===== src/rtl/device_bus_pkg.sv =====
// Shared definitions for the device bus: arbiter state encoding, bus widths
// and the control-region address decode used by the devices block.
package device_bus_pkg;

  localparam int DEV_ADDR_WIDTH = 16;
  localparam int DEV_DATA_WIDTH = 16;

  typedef enum logic [1:0] {
    IDLE   = 2'd0,
    ACCESS = 2'd1,
    WAIT   = 2'd2,
    DONE   = 2'd3
  } bus_state_t;

  // Upper nibble 0 selects the control region, where the device id moves down a nibble.
  localparam logic [3:0] CTRL_REGION_NIBBLE = 4'h0;
  localparam int         CTRL_ID_MSB        = 11;
  localparam int         CTRL_ID_LSB        = 4;
  localparam int         DEV_ID_MSB         = 15;
  localparam int         DEV_ID_LSB         = 8;

  function automatic logic [7:0] dev_id(input logic [DEV_ADDR_WIDTH-1:0] addr);
    if (addr[15:12] == CTRL_REGION_NIBBLE)
      return addr[CTRL_ID_MSB:CTRL_ID_LSB];
    else
      return addr[DEV_ID_MSB:DEV_ID_LSB];
  endfunction

endpackage


===== src/rtl/rr_priority_picker.sv =====
// Round-robin picker: first set request bit at or after ptr, wrapping at
// NUM_REQ. Purely combinational.
module rr_priority_picker #(
  parameter int NUM_REQ = 2
) (
  input  logic [NUM_REQ-1:0] req,
  input  logic [1:0]         ptr,
  output logic [1:0]         winner,
  output logic               any_req
);

  logic [3:0] req_pad;

  assign req_pad = 4'(req);
  assign any_req = |req;

  // Scan from the farthest offset down so the nearest set bit is written last.
  always_comb begin
    logic [2:0] idx;
    winner = '0;
    idx    = '0;
    for (int i = NUM_REQ - 1; i >= 0; i--) begin
      idx = {1'b0, ptr} + 3'(i);
      if (idx >= 3'(NUM_REQ))
        idx = idx - 3'(NUM_REQ);
      if (req_pad[idx[1:0]])
        winner = idx[1:0];
    end
  end

endmodule


===== src/rtl/device_bus_arbiter.sv =====
// Round-robin arbiter sharing the device bus between NUM_REQ requesters,
// one access per grant, absorbing the registered read latency of the devices.
//
// state  | meaning
// IDLE   | waiting for a request; arbitrates and latches the winner's access
// ACCESS | address/data on the bus; write_enable high for writes only
// WAIT   | read only: device data_out becomes valid and is captured into rdata
// DONE   | ack pulse to the granted requester; round-robin pointer advances
module device_bus_arbiter
  import device_bus_pkg::*;
#(
  parameter int NUM_REQ    = 2,
  parameter int DATA_WIDTH = DEV_DATA_WIDTH
) (
  input  logic                          cpu_clock,
  input  logic                          reset_n,
  input  logic [NUM_REQ-1:0]            req,
  input  logic [NUM_REQ-1:0]            req_we,
  input  logic [NUM_REQ*DATA_WIDTH-1:0] req_address,
  input  logic [NUM_REQ*DATA_WIDTH-1:0] req_data_in,
  output logic [NUM_REQ-1:0]            ack,
  output logic [DATA_WIDTH-1:0]         rdata,
  output logic [1:0]                    grant_id,
  output logic                          busy,
  output logic                          dev_write_enable,
  output logic [DATA_WIDTH-1:0]         dev_address,
  output logic [DATA_WIDTH-1:0]         dev_data_in,
  input  logic [DATA_WIDTH-1:0]         dev_data_out
);

  bus_state_t              state;
  logic [1:0]              rr_ptr;
  logic [1:0]              winner;
  logic                    any_req;
  logic                    win_we;
  logic [DATA_WIDTH-1:0]   win_addr;
  logic [DATA_WIDTH-1:0]   win_data;
  logic [NUM_REQ-1:0]      grant_onehot;

  rr_priority_picker #(.NUM_REQ(NUM_REQ)) u_picker (
    .req     (req),
    .ptr     (rr_ptr),
    .winner  (winner),
    .any_req (any_req)
  );

  always_comb begin
    win_we   = 1'b0;
    win_addr = '0;
    win_data = '0;
    for (int i = 0; i < NUM_REQ; i++) begin
      if (winner == 2'(i)) begin
        win_we   = req_we[i];
        win_addr = req_address[i*DATA_WIDTH +: DATA_WIDTH];
        win_data = req_data_in[i*DATA_WIDTH +: DATA_WIDTH];
      end
    end
  end

  always_comb begin
    grant_onehot = '0;
    for (int i = 0; i < NUM_REQ; i++)
      grant_onehot[i] = (grant_id == 2'(i));
  end

  // ack is set on entry to DONE so it is a registered one-cycle pulse.
  always_ff @(posedge cpu_clock or negedge reset_n) begin
    if (!reset_n) begin
      state            <= IDLE;
      rr_ptr           <= '0;
      ack              <= '0;
      rdata            <= '0;
      grant_id         <= '0;
      busy             <= 1'b0;
      dev_write_enable <= 1'b0;
      dev_address      <= '0;
      dev_data_in      <= '0;
    end else begin
      ack <= '0;
      case (state)
        IDLE: begin
          if (any_req) begin
            grant_id         <= winner;
            dev_address      <= win_addr;
            dev_data_in      <= win_data;
            dev_write_enable <= win_we;
            busy             <= 1'b1;
            state            <= ACCESS;
          end
        end
        ACCESS: begin
          dev_write_enable <= 1'b0;
          if (dev_write_enable) begin
            ack   <= grant_onehot;
            state <= DONE;
          end else begin
            state <= WAIT;
          end
        end
        WAIT: begin
          rdata <= dev_data_out;
          ack   <= grant_onehot;
          state <= DONE;
        end
        DONE: begin
          rr_ptr <= (grant_id == 2'(NUM_REQ - 1)) ? 2'd0 : grant_id + 2'd1;
          busy   <= 1'b0;
          state  <= IDLE;
        end
        default: state <= IDLE;
      endcase
    end
  end

endmodule


===== config.mk =====
export PLATFORM = sky130hd
export DESIGN_NAME = device_bus_arbiter
export DESIGN_NICKNAME = d
export VERILOG_FILES = /design/src/rtl/device_bus_pkg.sv /design/src/rtl/rr_priority_picker.sv /design/src/rtl/device_bus_arbiter.sv
export SDC_FILE = /design/constraint.sdc
export NUM_CORES = 1
export LEC_CHECK = 0
export CAP_MARGIN = 5
export CORE_MARGIN = 3
export CORE_UTILIZATION = 39
export CTS_CLUSTER_SIZE = 40
export DETAILED_ROUTE_END_ITERATION = 12
export PLACE_DENSITY_LB_ADDON = 0.3
export SLEW_MARGIN = 20
export SYNTH_ARGS = -nofsm -noshare
export SYNTH_HDL_FRONTEND = slang
export SYNTH_SLANG_ARGS = --single-unit
export TNS_END_PERCENT = 10

===== constraint.sdc =====
create_clock -name cpu_clock -period 2.05 [get_ports cpu_clock]
set_clock_uncertainty 0.05 [all_clocks]
set_input_delay 0.41 -clock cpu_clock [delete_from_list [all_inputs] [get_ports cpu_clock]]
set_output_delay 0.41 -clock cpu_clock [all_outputs]
set_load 0.005 [all_outputs]

==> summary.md <==
| Metric | Value |
|---|---|
| Status | finished, final reports clean |
| PwrDens | 1280 nW/um^2 |
| Top Ports | 140 |
| Seq/Total Area, Yosys | a little under three fifths |
| Ratio of cells with drive above 1 in the final layout | a little over a tenth |
| Mapped Area | between 2000 and 3000 sq um |
| Post-Place Setup Slack | ~0.13 ns |
| Detailed Place HPWL | between 4 and 5 mm |
| Least-Margin Pin Slew | roughly 0.3 ns |
| Clk Latency, worst-skew pair | 0.32 ns |
| Switch Pwr | 1.63 mW |
| Unrepaired setup endpoints after global routing | false |
| Grt ovf | 0 |
| Htree depth | 3 |
| Hold-fix buffers, CTS | 0 |
| Fillers | ~490 |
| Inserted Clock Buffers | 9 |
| Syn_nets | between 300 and 400 |
| Rows | 28 |
| Via count | approximately 2100 |
| Worst reg2reg endpoint | grant_id[0] |
| Syn Area/Cell | between 10 and 15 sq um |
| Final period util | between 80% and 90% |
| Top area cells in the synthesized netlist | dfrtp_1, mux2i_1, mux2_2, o21ai_1, nand2_1 |
| IO Port Bufs | 139 |
| Crit path required time | approximately 1.6 ns |
| Worst R2R Path Depth | 5 |
| Slew headroom | 79.5% |
| Critical path's slowest cell | clkdlybuf4s50_1 |
| CP max FO | 4 |
| Ys Warns | 0 |
| Worst setup SP type | register |
| P_int | between 3 and 4 mW |
| Remaining antenna violation count | 0 |
| Gate Count Post-Synth | 212 |
| Hold crit path type | primary input to async pin |
| Sequential share of power | between 30% and 40% |
| Cell variety after synth | 26 |
| Initial Util | between 40% and 50% |
| Avg WL per Cell | about 15 microns |
| Number of flops mapped to enable cells by yosys | 0 |
| R2R Setup Slk | 0.45 ns |
| N_diodes | 0 |
| Worst Setup End Kind | output port |
| Worst hold margin | about 0.045 ns |
| Largest net degree at the start of global routing | 69 |
| Slew Viols, Final | 0 |
| DRT Pass-1 Iters | 3 |
| Final Hold Fails | 0 |
| Clk pwr share | approximately 16% |
| CTS root buffer | clkbuf_8 |
| CP arrival | between 1 and 1.5 ns |
| P_leak | between 1.5 and 2 nW |
| Routability Congestion | ~0.76 |
| Logic pwr share | 47.6% |
| Iter 0 DRT Violations | 35 |
| Drt drc | 0 |
| Critical Path, Cell by Cell | clkdlybuf4s50_1 |
| Clock sink count | 57 |
| Leading cell types in the layout, fill and taps excluded | clkdlybuf4s50_1, dfrtp_1, nand2_1 |
| CP Launch Point | dev_write_enable |
| Setup ws final | just over 0.3 ns |
| R2R Path Start | state[0] |
| Vert. Die Dim | between 80 and 90 microns |
| Fin crit period | 1.74 ns |
| Die area | roughly 7600 sq um |
| Max-cap violations | 0 |
| Setup TNS | 0 ns |
| CP delay by family, top | buffers and inverters |
| Cell type with the largest total area after synthesis | dfrtp_1 |
| CTS tree | built |
| Most common cell after layout, fill and taps aside | clkdlybuf4s50_1 |
| Total GRT Usage | 17.9% |
| Via/cell ratio | about 4.8 |
| Core area | between 6000 and 7000 sq um |
| Worst path max stage delay | approximately 0.55 ns |
| Total wire length | ~6.5 mm |
| Nets | 447 |
| #FFs+latches synth | 57 |
| Antenna violations before repair | 0 |
| Top FF cell, synth | dfrtp_1 |
| Synth async-reset ratio | 100% |
| Global-route wire length before repair | a little over 10 mm |
| Setup bufs post-CTS | 0 |
| Worst setup endpoint | dev_write_enable |
| Vias in the first global route | 2084 |
| Max Freq | between 500 and 600 MHz |
| Cells resized by post-CTS repair | 0 |
| CP Depth | 1 |
| Area Overhead vs Synth | 63.8% |
| CTS max path bufs | 2 |
| Clock transition at path regs | approximately 0.06 ns |
| Worst VDD drop | 1100 uV |
| Final setup fails | 0 |
| Top cell type's share of synthesized area | between 50% and 60% |
| Fin util | between 60 and 70% |
| Total power | approximately 5.3 mW |
| Die X | 86.9 microns |
| Sw frac | a little under a third |
| Buf/Inv on CP | 1 |
| Setup Crit Path Kind | register to output port |
power groups by stage:
| stage | Sequential, mW | Clock (mW) | Combinational, mW |
|---|---|---|---|
| CTS | 1.97 | 0.872 | 2.59 |
| detailed placement | 1.98 | 0 | 2.59 |
| global placement | 1.95 | 0 | 2.54 |
| finish | 1.96 | 0.840 | 2.54 |
| floorplan | 2.00 | 0 | 1.11 |
| global route | 2.04 | 0.931 | 2.79 |
sequential cells by signal (all words and copies together) (netlist names):
register          cells
ack                   2
busy                  1
dev_address          16
dev_data_in          16
dev_write_enable      1
grant_id              2
rdata                16
rr_ptr                1
state                 2
metal layers:
metal | vias up | global-route usage, % | share of wire (%)
met3 | 11 | 5.01 | 6.0
li1 | 1020 | - | -
met2 | 60 | 29.6 | 54
met5 | - | 0 | 0
met4 | 0 | 7.93 | 2.0
met1 | 979 | 21.7 | 38
synth_stat cells, types with 2 or more instances:
master	number
buf_4	2
o21ai_0	4
a21oi_1	4
mux2i_1	33
inv_1	2
nand2_1	34
mux2_2	16
nor2_1	2
ha_1	5
dfrtp_1	57
and2_1	2
buf_2	3
buf_12	3
clkbuf_1	4
o21ai_1	30
area by class of cell:
class                           count  area [sq um]  share of cell area [%]
Timing Repair Buffer              145          1480                    35.4
Sequential cell                    57          1430                    34.1
Multi-Input combinational cell    141          1020                    24.4
Clock buffer                       12           145                    3.47
Tap cell                           75          93.8                    2.24
Inverter                            2          7.51                   0.180
Clock inverter                      1          5.00                   0.120
cell families (layout without fill, tap and decap cells):
group,Yosys count,after routing,share of synthesized area [%]
AOI/OAI and AO/OA,42,42,9.26
adders and majority gates,5,5,2.45
buffers and inverters,14,160,4.41
and+or+nand+nor,45,45,7.99
muxes,49,49,20.0
DFF,57,57,55.9
worst min-delay path by stage:
stage,startpoint,end,slack (ns)
finish,reset_n,rdata[14],0.05
global route,reset_n,rdata[2],0.05
CTS,reset_n,rdata[2],0.05
floorplan,reset_n,ack[0],0.06
global placement,reset_n,rdata[2],0.39
detailed placement,reset_n,rdata[0],0.40
stage by stage:
stage	std cells	instance area [sq um]
3_3_place_gp	420	4030
3_5_place_dp	420	4030
4_1_cts	433	4180
6_report	433	4180
2_1_floorplan	212	2550
5_1_grt	433	4180
No activity file was read; power rests on OpenSTA's default activity.
==> RTL edit, RTL diff (config.mk and constraints unchanged) <==
The 4 states of `bus_state_t` get a one-hot encoding in 4 bits.
--- a/src/rtl/device_bus_pkg.sv
+++ b/src/rtl/device_bus_pkg.sv
@@ -7,7 +7,7 @@
 
-  typedef enum logic [1:0] {
-    IDLE   = 2'd0,
-    ACCESS = 2'd1,
-    WAIT   = 2'd2,
-    DONE   = 2'd3
+  typedef enum logic [3:0] {
+    IDLE   = 4'b0001,
+    ACCESS = 4'b0010,
+    WAIT   = 4'b0100,
+    DONE   = 4'b1000
   } bus_state_t;
Check against the original RTL: no difference found for any inputs over 10 cycles, from zero or initial values and one cycle with reset_n low; not proved beyond that.
==> RTL edit against the original RTL <==
Sequential cell count up 2. Final cell count is 5.5% lower. Routed wire length rose by 14%. Area after synthesis rose by 5.8%. Power grew 16%. Global-route usage increased by 1.3 points. Combinational power up 19%. First-iteration DRC count grew to 2.8 times the old value. Via count is 9.0% higher. Fmax shrank 2.2%. Final area increased by 5.6%. Worst setup slack lost 39 ps.
==> RTL edit: results <==
group,metric,value,unit
synth,ys_async_sr_fraction,100.0,%
synth,syn_nets,271,
cells_and_area,layout.nets,413,
cells_and_area,diodes,0,
cts,clock_latency,330,ps
sta,max_slew_margin,56.19,%
synth,synthTopCellsByArea,"dfrtp_1, a2bb2oi_2, o32ai_1, mux2_2, clkbuf_1",
min_path,worstHoldPathType,"input port to asynchronous set/reset pin",
cells_and_area,top_regs,"dev_address (16), dev_data_in (16), rdata (16)",
grt,grt_pass1_vias,2350,
cts,post_cts_buffers,0,
grt,grt_max_degree,35,
synth,ys_warn_count,0,
cts,clk_pin_slew,70,ps
place,place_congestion,0.7644,
worst_setup_path,cp_max_fo,33,
place,dpl.hpwl,5.506,mm
worst_setup_path,critPathSlowestCell,"a21bo_2",
synth,synth.distinct_cells,30,
cells_and_area,drive_above_1_share,24.10,%
worst_setup_path,slowest_delay,590,ps
cts,cts_buffers,9,
cts,clockRootBuffer,"clkbuf_8",
route,drtPass1Iterations,4,
cts,htree_levels,3,
synth,synth_seq_area_share,54.70,%
cts,clockBufferDepth,2,
grt,antenna_found_initial,0,
worst_setup_path,crit_family,"compound AO/OA/AOI/OAI gates",
worst_setup_path,critical_path_arrival,1970,ps
route,via_per_inst,5.516,
synth,yosys-top-cells-count,"dfrtp_1, o32ai_1, a2bb2oi_2",
cts,cts_resized,0,
place,io_buffer_count,139,
grt,track_usage,19.19,%
pwr,p_leak,1.724,nW
status,outcome,"complete, no violations",
grt,grt_pass1_wl,11.42,mm
route,drt_iter0_drc,99,
pwr,ir_drop,0.5947,mV
synth,synth_flop_cell,"dfrtp_1",
route,routedWlPerCell,18.11,um
place,dpl_worst_slack,-85.61,ps
-- RTL edit: changes by cell type after synthesis, moves of 7 or more --
cell       unedited run  this run
nand2_1              34         1
clkbuf_1              4        11
o32ai_1               0        33
o21ai_1              30         0
mux2i_1              33         0
a2bb2oi_2             0        28
-- RTL edit: metal layers --
layer  vias to the layer above  part of all wire, %  routed length, um  track usage, %
li1                       1035                    -                  -               -
met1                      1132                   37               2753           21.97
met2                        81                   56               4116           33.76
met3                         8                  5.8                426           5.622
met4                         0                  1.5                112           7.307
met5                         -                    0                  0               0
-- RTL edit: area by class of cell --
cell class                 count  area [um2]
clock buffer                  11       151.4
fill                         523        2117
timing repair buffer         149        1499
sequential                    59        1478
multi-input combinational    105        1117
clock inverter                 5       61.31
inverter                       3       11.26
tap                           77       96.34
-- RTL edit: worst paths after layout --
path / startpoint / end / slack, ps / depth (start not counted)
max reg2reg: state[0] / dev_address[3] / 310 / 5
min reg2reg: rdata[11] / rdata[11] / 450 / 1
min in group cpu_clock: rdata[11] / rdata[11] / 450 / 1
max in group asynchronous: reset_n / grant_id[1] / 1320 / 2
max: req[1] / dev_address[3] / 270 / 4
min: reset_n / dev_data_in[12] / 60 / 1
-- RTL edit: where the power goes --
part           leakage, nW  internal, W  total (W)  switching, W
combinational        0.932      0.00191    0.00303       0.00112
clock               0.0978     0.000629    0.00109      0.000465
sequential           0.693      0.00170    0.00207      0.000379
total                 1.72      0.00424    0.00620       0.00196
-- RTL edit: cell families after synthesis --
logic type,count (synthesis),synth area share (%)
multiplexers,17,7.086
flip-flops,59,54.70
AO/OA/AOI/OAI,72,29.50
buffers and inverters,21,4.029
AND/OR/NAND/NOR,16,4.678
-- RTL edit: stage by stage --
| step | std cells | TNS (ps) | power, W | cell area, um2 |
|---|---|---|---|---|
| floorplan | 185 | 0 | 0.003657 | 2701 |
| global placement | 393 | -130.9 | 0.005079 | 4202 |
| detailed placement | 393 | -451.3 | 0.005170 | 4202 |
| CTS | 409 | 0 | 0.006298 | 4414 |
| global route | 409 | 0 | 0.006578 | 4414 |
| finish | 409 | 0 | 0.006200 | 4414 |
